`src/rtl/pipe_pkg.sv`:
```
// Shared EX/MEM pipeline definitions: default widths and the packed EX/MEM entry.
package pipe_pkg;
  localparam int PIPE_DATA_W = 32;
  localparam int PIPE_REG_AW = 5;

  typedef struct packed {
    logic [PIPE_DATA_W-1:0] alu_result;
    logic [PIPE_DATA_W-1:0] store_data;
    logic                   write;
    logic                   mem_read;
    logic                   mem_write;
    logic [PIPE_REG_AW-1:0] write_register;
  } ex_mem_t;
endpackage

```
`src/rtl/pipe_slot.sv`:
```
// One entry register with valid bit; contents are zeroed whenever the slot empties.
module pipe_slot
  import pipe_pkg::*;
#(
  parameter type entry_t = ex_mem_t
) (
  input  logic   clk,
  input  logic   reset,
  input  logic   load,
  input  logic   drop,
  input  entry_t d,
  output entry_t q,
  output logic   valid
);
  always_ff @(posedge clk or negedge reset) begin
    if (!reset) begin
      valid <= 1'b0;
      q     <= '0;
    end else if (drop) begin
      valid <= 1'b0;
      q     <= '0;
    end else if (load) begin
      valid <= 1'b1;
      q     <= d;
    end
  end
endmodule

```
`src/rtl/pipe_ex_mem_hs.sv`:
```
// EX/MEM register stage with valid/ready handshake and a skid slot (registered in_ready).
// Optional PIPE_PERF_EN adds a saturating output-stall counter (stall_cnt).
module pipe_ex_mem_hs
  import pipe_pkg::*;
#(
  parameter int DATA_W = PIPE_DATA_W,
  parameter int REG_AW = PIPE_REG_AW
) (
  input  logic              clk,
  input  logic              reset,
  input  logic              in_valid,
  output logic              in_ready,
  input  logic [DATA_W-1:0] alu_result_i,
  input  logic [DATA_W-1:0] store_data_i,
  input  logic              write_i,
  input  logic              mem_read_i,
  input  logic              mem_write_i,
  input  logic [REG_AW-1:0] write_register_i,
  input  logic              flush,
  output logic              out_valid,
  input  logic              out_ready,
  output logic [DATA_W-1:0] alu_result_o,
  output logic [DATA_W-1:0] store_data_o,
  output logic              write_o,
  output logic              mem_read_o,
  output logic              mem_write_o,
  output logic [REG_AW-1:0] write_register_o
`ifdef PIPE_PERF_EN
  ,output logic [31:0]      stall_cnt
`endif
);
  // Same layout as pipe_pkg::ex_mem_t, sized by this instance's parameters.
  typedef struct packed {
    logic [DATA_W-1:0] alu_result;
    logic [DATA_W-1:0] store_data;
    logic              write;
    logic              mem_read;
    logic              mem_write;
    logic [REG_AW-1:0] write_register;
  } entry_t;

  entry_t in_ent, main_d, main_q, skid_q;
  logic   main_v, skid_v;
  logic   in_fire, out_fire;
  logic   main_load, main_drop, skid_load, skid_drop;

  always_comb begin
    in_ent                = '0;
    in_ent.alu_result     = alu_result_i;
    in_ent.store_data     = store_data_i;
    in_ent.write          = write_i && (write_register_i != '0);
    in_ent.mem_read       = mem_read_i;
    in_ent.mem_write      = mem_write_i;
    in_ent.write_register = write_register_i;
  end

  // skid_v is a flop, so in_ready never depends on out_ready combinationally.
  assign in_ready = ~skid_v;
  assign in_fire  = in_valid & in_ready;
  assign out_fire = main_v & out_ready;

  always_comb begin
    main_load = 1'b0;
    main_drop = 1'b0;
    skid_load = 1'b0;
    skid_drop = 1'b0;
    main_d    = skid_v ? skid_q : in_ent;
    if (flush) begin
      main_drop = 1'b1;
      skid_drop = 1'b1;
    end else begin
      if (!main_v || out_fire) begin
        if (skid_v || in_fire) main_load = 1'b1;
        else if (out_fire)     main_drop = 1'b1;
      end
      if (skid_v && out_fire)                   skid_drop = 1'b1;
      else if (in_fire && main_v && !out_fire)  skid_load = 1'b1;
    end
  end

  pipe_slot #(.entry_t(entry_t)) u_main (
    .clk(clk), .reset(reset), .load(main_load), .drop(main_drop),
    .d(main_d), .q(main_q), .valid(main_v)
  );

  pipe_slot #(.entry_t(entry_t)) u_skid (
    .clk(clk), .reset(reset), .load(skid_load), .drop(skid_drop),
    .d(in_ent), .q(skid_q), .valid(skid_v)
  );

  assign out_valid        = main_v;
  assign alu_result_o     = main_q.alu_result;
  assign store_data_o     = main_q.store_data;
  assign write_o          = main_q.write;
  assign mem_read_o       = main_q.mem_read;
  assign mem_write_o      = main_q.mem_write;
  assign write_register_o = main_q.write_register;

`ifdef PIPE_PERF_EN
  always_ff @(posedge clk or negedge reset) begin
    if (!reset)                                       stall_cnt <= '0;
    else if (main_v && !out_ready && stall_cnt != '1) stall_cnt <= stall_cnt + 32'd1;
  end
`endif
endmodule
```
`config.mk`:
```
export PLATFORM = sky130hd
export DESIGN_NAME = pipe_ex_mem_hs
export DESIGN_NICKNAME = d
export VERILOG_FILES = /design/src/rtl/pipe_pkg.sv /design/src/rtl/pipe_slot.sv /design/src/rtl/pipe_ex_mem_hs.sv
export SDC_FILE = /design/constraint.sdc
export NUM_CORES = 1
export LEC_CHECK = 0
export ABC_CLOCK_PERIOD_IN_PS = 4620
export BUFFER_PORTS_ARGS = -buffer_cell sky130_fd_sc_hd__buf_2
export CAP_MARGIN = 25
export CORE_ASPECT_RATIO = 1.5
export CORE_UTILIZATION = 35
export CTS_BUF_LIST = sky130_fd_sc_hd__clkbuf_4 sky130_fd_sc_hd__clkbuf_8 sky130_fd_sc_hd__clkbuf_16
export CTS_CLUSTER_DIAMETER = 60
export CTS_CLUSTER_SIZE = 16
export DETAILED_ROUTE_END_ITERATION = 10
export GPL_TIMING_DRIVEN = 0
export HOLD_SLACK_MARGIN = 0.03
export PLACE_DENSITY_LB_ADDON = 0.12
export SYNTH_ARGS = -nofsm -noshare
export SYNTH_HDL_FRONTEND = slang
export SYNTH_SLANG_ARGS = --single-unit
```
`constraint.sdc`:
```
create_clock -name clk -period 4.62 [get_ports clk]
set_clock_uncertainty 0.2 [all_clocks]
set_input_delay 0.231 -clock clk [delete_from_list [all_inputs] [get_ports clk]]
set_output_delay 0.231 -clock clk [all_outputs]
set_load 0.02 [all_outputs]
```
==> impl_metrics.tcl, run 1 <==
set metrics [dict create \
    outcome "finished clean" \
    cts_sinks 146 \
    ys_types 27 \
    crit_chain "dlygate4sd3_1 -> buf_2 -> and2_1 -> o21ai_1 -> buf_2 -> a32o_1" \
    maxSlewViolCount 0 \
    grt_pass1_wl_mm 26.2 \
    crit_family "buffers and inverters" \
    synth_compound_area_share_pct 23.5 \
    netlist_area_mm2 0.00618 \
    nFillCells 1587 \
    placed_cells 790 \
    synth_fp_nets 504 \
    arrival_ns 2.38 \
    vdd_drop_max_mv 0.200 \
    viasPerCell 5.28 \
    wl_mm 16.2 \
    postPlaceCellArea_mm2 0.00723 \
    grt_setup_unrepaired "no" \
    synth-seq-cells 146 \
    syn_to_final_growth_pct 39.1 \
    postSynth.asyncResetShare_pct 100 \
    finalCritPeriodShare_pct 48.2 \
    finalPower_uw 3240 \
    clk_pin_slew_ns 0.06 \
    yosysWarnings 0 \
    critical_path_class "primary input to register" \
    die_y_um 165 \
    grt_max_degree 79 \
    worstSetupEndpointType "register" \
    cts_buffer_depth 2 \
    fmax_mhz 449 \
    first_global_vias 5041 \
    tns_ns 0 \
    cts_tree "done" \
    hold_viol_final 0 \
    tightestPinTransition_ns 0.922 \
    clock_latency_ns 0.42 \
    synthCells 427 \
    synth_top_cell_area_share_pct 59.1 \
    synth_area_leaders "dfrtp_1 59%, a32o_1 12%, mux2i_1 12%" \
    io_pins 151 \
    die_w_um 111 \
    final_area_mm2 0.00860 \
    synthTopCellsByCount "146 x dfrtp_1, 72 x a32o_1, 72 x mux2i_1" \
    overflow 0 \
    gp_congestion 0.729 \
    first_iter_violations 197 \
    slowest_stage "o21ai_1" \
    yosys.area_share.simple_pct 1.50 \
    synth_edf_count 0 \
    route.vias.total 4744 \
    die_area_mm2 0.0182 \
    rows 59 \
    hp-class "primary input to async pin" \
    multiInputGateArea_mm2 0.00227 \
    fin_nets 749 \
    yosys.area.top_type "dfrtp_1" \
    synthFlopType "dfrtp_1" \
    setup_violations 0 \
    detail_route.first_pass.iterations 4 \
    cts-resized-gates 0 \
    max_stage_delay_ns 0.71 \
    initial_core_util_pct 35.7 \
    htree_num_levels 4 \
    portBuffers 149 \
    seqCellArea_mm2 0.00365 \
    cts_root_buf "clkbuf_16" \
    ant_nets 0 \
    synth-adder-area-share_pct 0 \
    syn-mean-instance-area_um2 14.5 \
    wl_per_cell_um 18.1 \
    cts_setup_buffers 0 \
    ctsHoldBuffers 76 \
    crit_path_max_fanout 10 \
    yosysSeqAreaShare_pct 59.1 \
    antenna_found_initial 0 \
    r2r_setup_slack_ns 2.43 \
    synthXorXnorAreaFrac_pct 0 \
    antenna_cells 0 \
    cts_buffers 17 \
    start_kind "primary input" \
    max_cap_violations 0 \
    finalCriticalPeriod_ns 2.23 \
    slew_headroom_pct 38.1 \
    final_cells 898 \
    grt_usage_pct 18.5 \
    power.density_mw_per_mm2 377 \
    power.leakage_uw 0.00394 \
    critPathRequiredTime_ns 4.77 \
    synth_top_family_by_area "compound AO/OA/AOI/OAI gates" \
    path_buf_inv 3 \
    core_area_mm2 0.0173 \
    drc 0 \
    crit_top_cell "buf_2" \
    post-dp-hpwl_mm 10.7 \
    reg2reg_depth 5 \
    yosys.cell_count.top_type "dfrtp_1" \
    muxShareOfSynthArea_pct 11.7 \
    reg2reg_to "u_skid.q[14]" \
    r2r-start "u_skid.valid" \
    drive_gt1_share_pct 32.3 \
]
worst max-delay path by stage:
stage                      start      endpoint  slack (ns)  cells past startpoint
floorplan           u_main.valid  u_main.q[13]        2.85                      5
global placement           reset  u_main.q[52]        0.98                      1
detailed placement  u_skid.valid  u_skid.q[52]        2.42                      5
CTS                    out_ready  u_skid.q[52]        2.38                      6
global route        u_skid.valid  u_main.q[10]        2.25                      6
finish                 out_ready  u_skid.q[14]        2.39                      6
per-layer routing:
metal / share of wire, % / track usage, %
met1: 44 / 22.6
met3: 4.2 / 4.48
met2: 51 / 31.7
met5: 0 / 0
met4: 1.4 / 6.55
sequential cells by signal, indices dropped and copies added (netlist names):
signal,flops
u_main.q,72
u_main.valid,1
u_skid.q,72
u_skid.valid,1
power by group:
part,internal [uW],leakage (uW),switching [uW]
Clock,878,0.000302,545
Combinational,187,0.00165,254
Sequential,1340,0.00199,37.0
cell usage in the layout, fill, tap and decap left out, drive strengths merged:
master and n:
a22o 1, or4 1, a221oi 1, bufinv 3, mux2i 72, a21oi 2
nand2 1, buf 175, dfrtp 146, and2 1, or3 3, clkbuf 41
nand2b 1, nor4 2, nor2b 1, o21ai 1, clkinv 6, o21a 1
nor3b 1, nor2 1, dlygate4sd3 76, o2bb2ai 71, clkinvlp 1, inv 4
a32o 72
worst register-to-register path: stages (launching register included):
cell,delay [ns]
dfrtp_1,0.37
buf_6,0.13
and2_1,0.13
o21ai_1,0.71
buf_2,0.38
a32o_1,0.21
logic make-up (layout without fill, tap and decap cells):
group | Yosys count | count (layout)
flops | 146 | 146
simple gates | 12 | 12
compound gates | 149 | 149
mux | 72 | 72
buf+inv | 48 | 306
area by class of cell:
cell class | count | area share [%]
plain buffers | 46 | 2.95
repair buffers | 226 | 17.9
multi-input cells | 233 | 26.4
inverters | 2 | 0.0873
flip-flops and latches | 146 | 42.5
well taps | 213 | 3.10
clock inverters | 12 | 1.82
clock buffers | 20 | 5.28
per-stage QoR:
| stage | hold slack, ns | util (%) | worst slack [ns] |
|---|---|---|---|
| floorplan | -0.265 | - | 2.85 |
| global placement | 0.265 | 41.5 | 0.978 |
| detailed placement | 0.0848 | 41.7 | 2.42 |
| CTS | 0.195 | 49.6 | 2.38 |
| global route | 0.233 | 49.6 | 2.25 |
| finish | 0.164 | 49.6 | 2.39 |
Note: power is estimated with default switching activity, not from simulation.
==> run 2: changes to the inputs <==
- ABC_CLOCK_PERIOD_IN_PS: 4620 -> 2300
- clock period: 4.62 -> 2.3 ns (I/O delays scaled with it)
==> run 2 against run 1 <==
Against the previous run:
- global-route usage unchanged
- hold slack got worse by 0.11 ns
- final cell count increased by 0.22%
- first-iteration DRC count decreased by 5.6%
- critical path type is now register to register
==> impl_metrics.tcl, run 2 (synthesized netlist as in run 1, its figures left out) <==
set metrics [dict create \
    outcome "finished clean" \
    cts_buffers 17 \
    fmax_mhz 460 \
    htree_num_levels 4 \
    grt_usage_pct 18.5 \
    clk_pin_slew_ns 0.06 \
    tightestPinTransition_ns 0.669 \
    post-dp-hpwl_mm 10.7 \
    viasPerCell 5.27 \
    crit_path_max_fanout 10 \
    max_cap_violations 0 \
    wl_mm 16.2 \
    cts_buffer_depth 2 \
    initial_core_util_pct 35.7 \
    detail_route.first_pass.iterations 4 \
    route.vias.total 4743 \
    gp_congestion 0.729 \
    first_iter_violations 186 \
    mostFrequentLayoutCell "buf_2" \
    die_w_um 111 \
    power.density_mw_per_mm2 756 \
    path_buf_inv 3 \
    portBuffers 149 \
    hp-class "primary input to async pin" \
    slowest_stage "buf_1" \
    overflow 0 \
    nFillCells 1582 \
    setup_violations 0 \
    clock_latency_ns 0.42 \
    grt_pass1_wl_mm 26.2 \
    syn_to_final_growth_pct 39.4 \
    finalCriticalPeriod_ns 2.18 \
    vdd_drop_max_mv 0.403 \
    antenna_found_initial 0 \
    first_global_vias 5041 \
    die_y_um 165 \
    crit_family "buffers and inverters" \
    hold_viol_final 0 \
    critPathRequiredTime_ns 2.39 \
    grt_setup_unrepaired "yes" \
    cts_tree "done" \
    worstSetupEndpointType "register" \
    rows 59 \
    fin_nets 751 \
    wl_per_cell_um 18.0 \
    critical_path_class "register to register" \
    most-common-layout-cells "165 x buf_2, 146 x dfrtp_1, 76 x dlygate4sd3_1" \
    tns_ns 0 \
    finalCritPeriodShare_pct 94.6 \
    io_pins 151 \
    maxSlewViolCount 0 \
    top_regs "u_main.q: 72 flops, u_skid.q: 72 flops" \
    core_area_mm2 0.0173 \
    slew_headroom_pct 55.4 \
    antenna_cells 0 \
    finalPower_uw 6510 \
    die_area_mm2 0.0182 \
    arrival_ns 2.26 \
    ant_nets 0 \
    drive_gt1_share_pct 32.6 \
    cts_sinks 146 \
    grt_max_degree 79 \
    drc 0 \
    cts_root_buf "clkbuf_16" \
    start_kind "register" \
    power.leakage_uw 0.00395 \
    max_stage_delay_ns 0.45 \
    crit_chain "buf_6 -> nor2_1 -> or3_1 -> clkbuf_1 -> buf_1 -> o2bb2ai_1" \
]
==> run 2: per-stage QoR <==
step / std cells / hold WS, ns / utilization, % / setup slack [ns] / cell area, um2
global route: 900 / 0.117 / 49.7 / -0.0638 / 8620
detailed placement: 790 / -0.0312 / 41.7 / 0.0954 / 7230
global placement: 789 / 0.149 / 41.5 / -1.23 / 7200
CTS: 898 / 0.0786 / 49.6 / 0.0797 / 8600
floorplan: 427 / -0.381 / - / 0.534 / 6180
finish: 900 / 0.0520 / 49.7 / 0.124 / 8620
==> run 2: worst paths after layout <==
check / start / to / slack [ns] / cells past startpoint
worst min-delay path: reset / u_main.q[17] / 0.05 / 2
worst max register to register: u_skid.valid / u_main.q[66] / 0.12 / 6
worst max-delay path: u_skid.valid / u_main.q[66] / 0.12 / 6
min in group clk: store_data_i[26] / u_skid.q[34] / 0.26 / 3
worst min register to register: u_main.q[32] / u_main.q[32] / 0.28 / 1
max in group asynchronous: reset / u_main.q[55] / 1.00 / 3
==> run 2: repair_timing <==
action / CTS / global route
endpoints found under the setup margin: 0 / 69
endpoints found under the hold margin: 214 / 0
gates resized for setup: 0 / 5
hold buffers: 76 / 0
buffers inserted: 0 / 2
==> run 2: where the power goes <==
part	internal [uW]	leakage, uW	switching [uW]	total [uW]
Sequential	2690	0.00199	74.7	2770
Clock	1760	0.000302	1090	2860
Combinational	377	0.00166	511	888
Total	4840	0.00395	1680	6510
==> run 2: final cells by class <==
| class | count | area [um2] | area share, % |
|---|---|---|---|
| sequential | 146 | 3650 | 42.4 |
| multi-input combinational | 233 | 2270 | 26.4 |
| timing repair buffer | 228 | 1560 | 18.0 |
| clock buffer | 20 | 454 | 5.27 |
| tap | 213 | 267 | 3.09 |
| buffer | 46 | 254 | 2.95 |
| clock inverter | 12 | 156 | 1.81 |
| inverter | 2 | 7.51 | 0.0871 |
==> run 2: worst register-to-register path, cell delays in order, from the launching register on <==
cell,delay [ns]
dfrtp_1,0.37
buf_6,0.13
nor2_1,0.18
or3_1,0.13
clkbuf_1,0.42
buf_1,0.45
o2bb2ai_1,0.15
==> run 2: metal layers <==
metal	track usage [%]	vias up	part of all wire, %
met5	0	-	0
met4	6.55	0	1.4
met3	4.48	19	3.8
met2	31.7	125	51
met1	22.6	2384	44
li1	-	2215	-
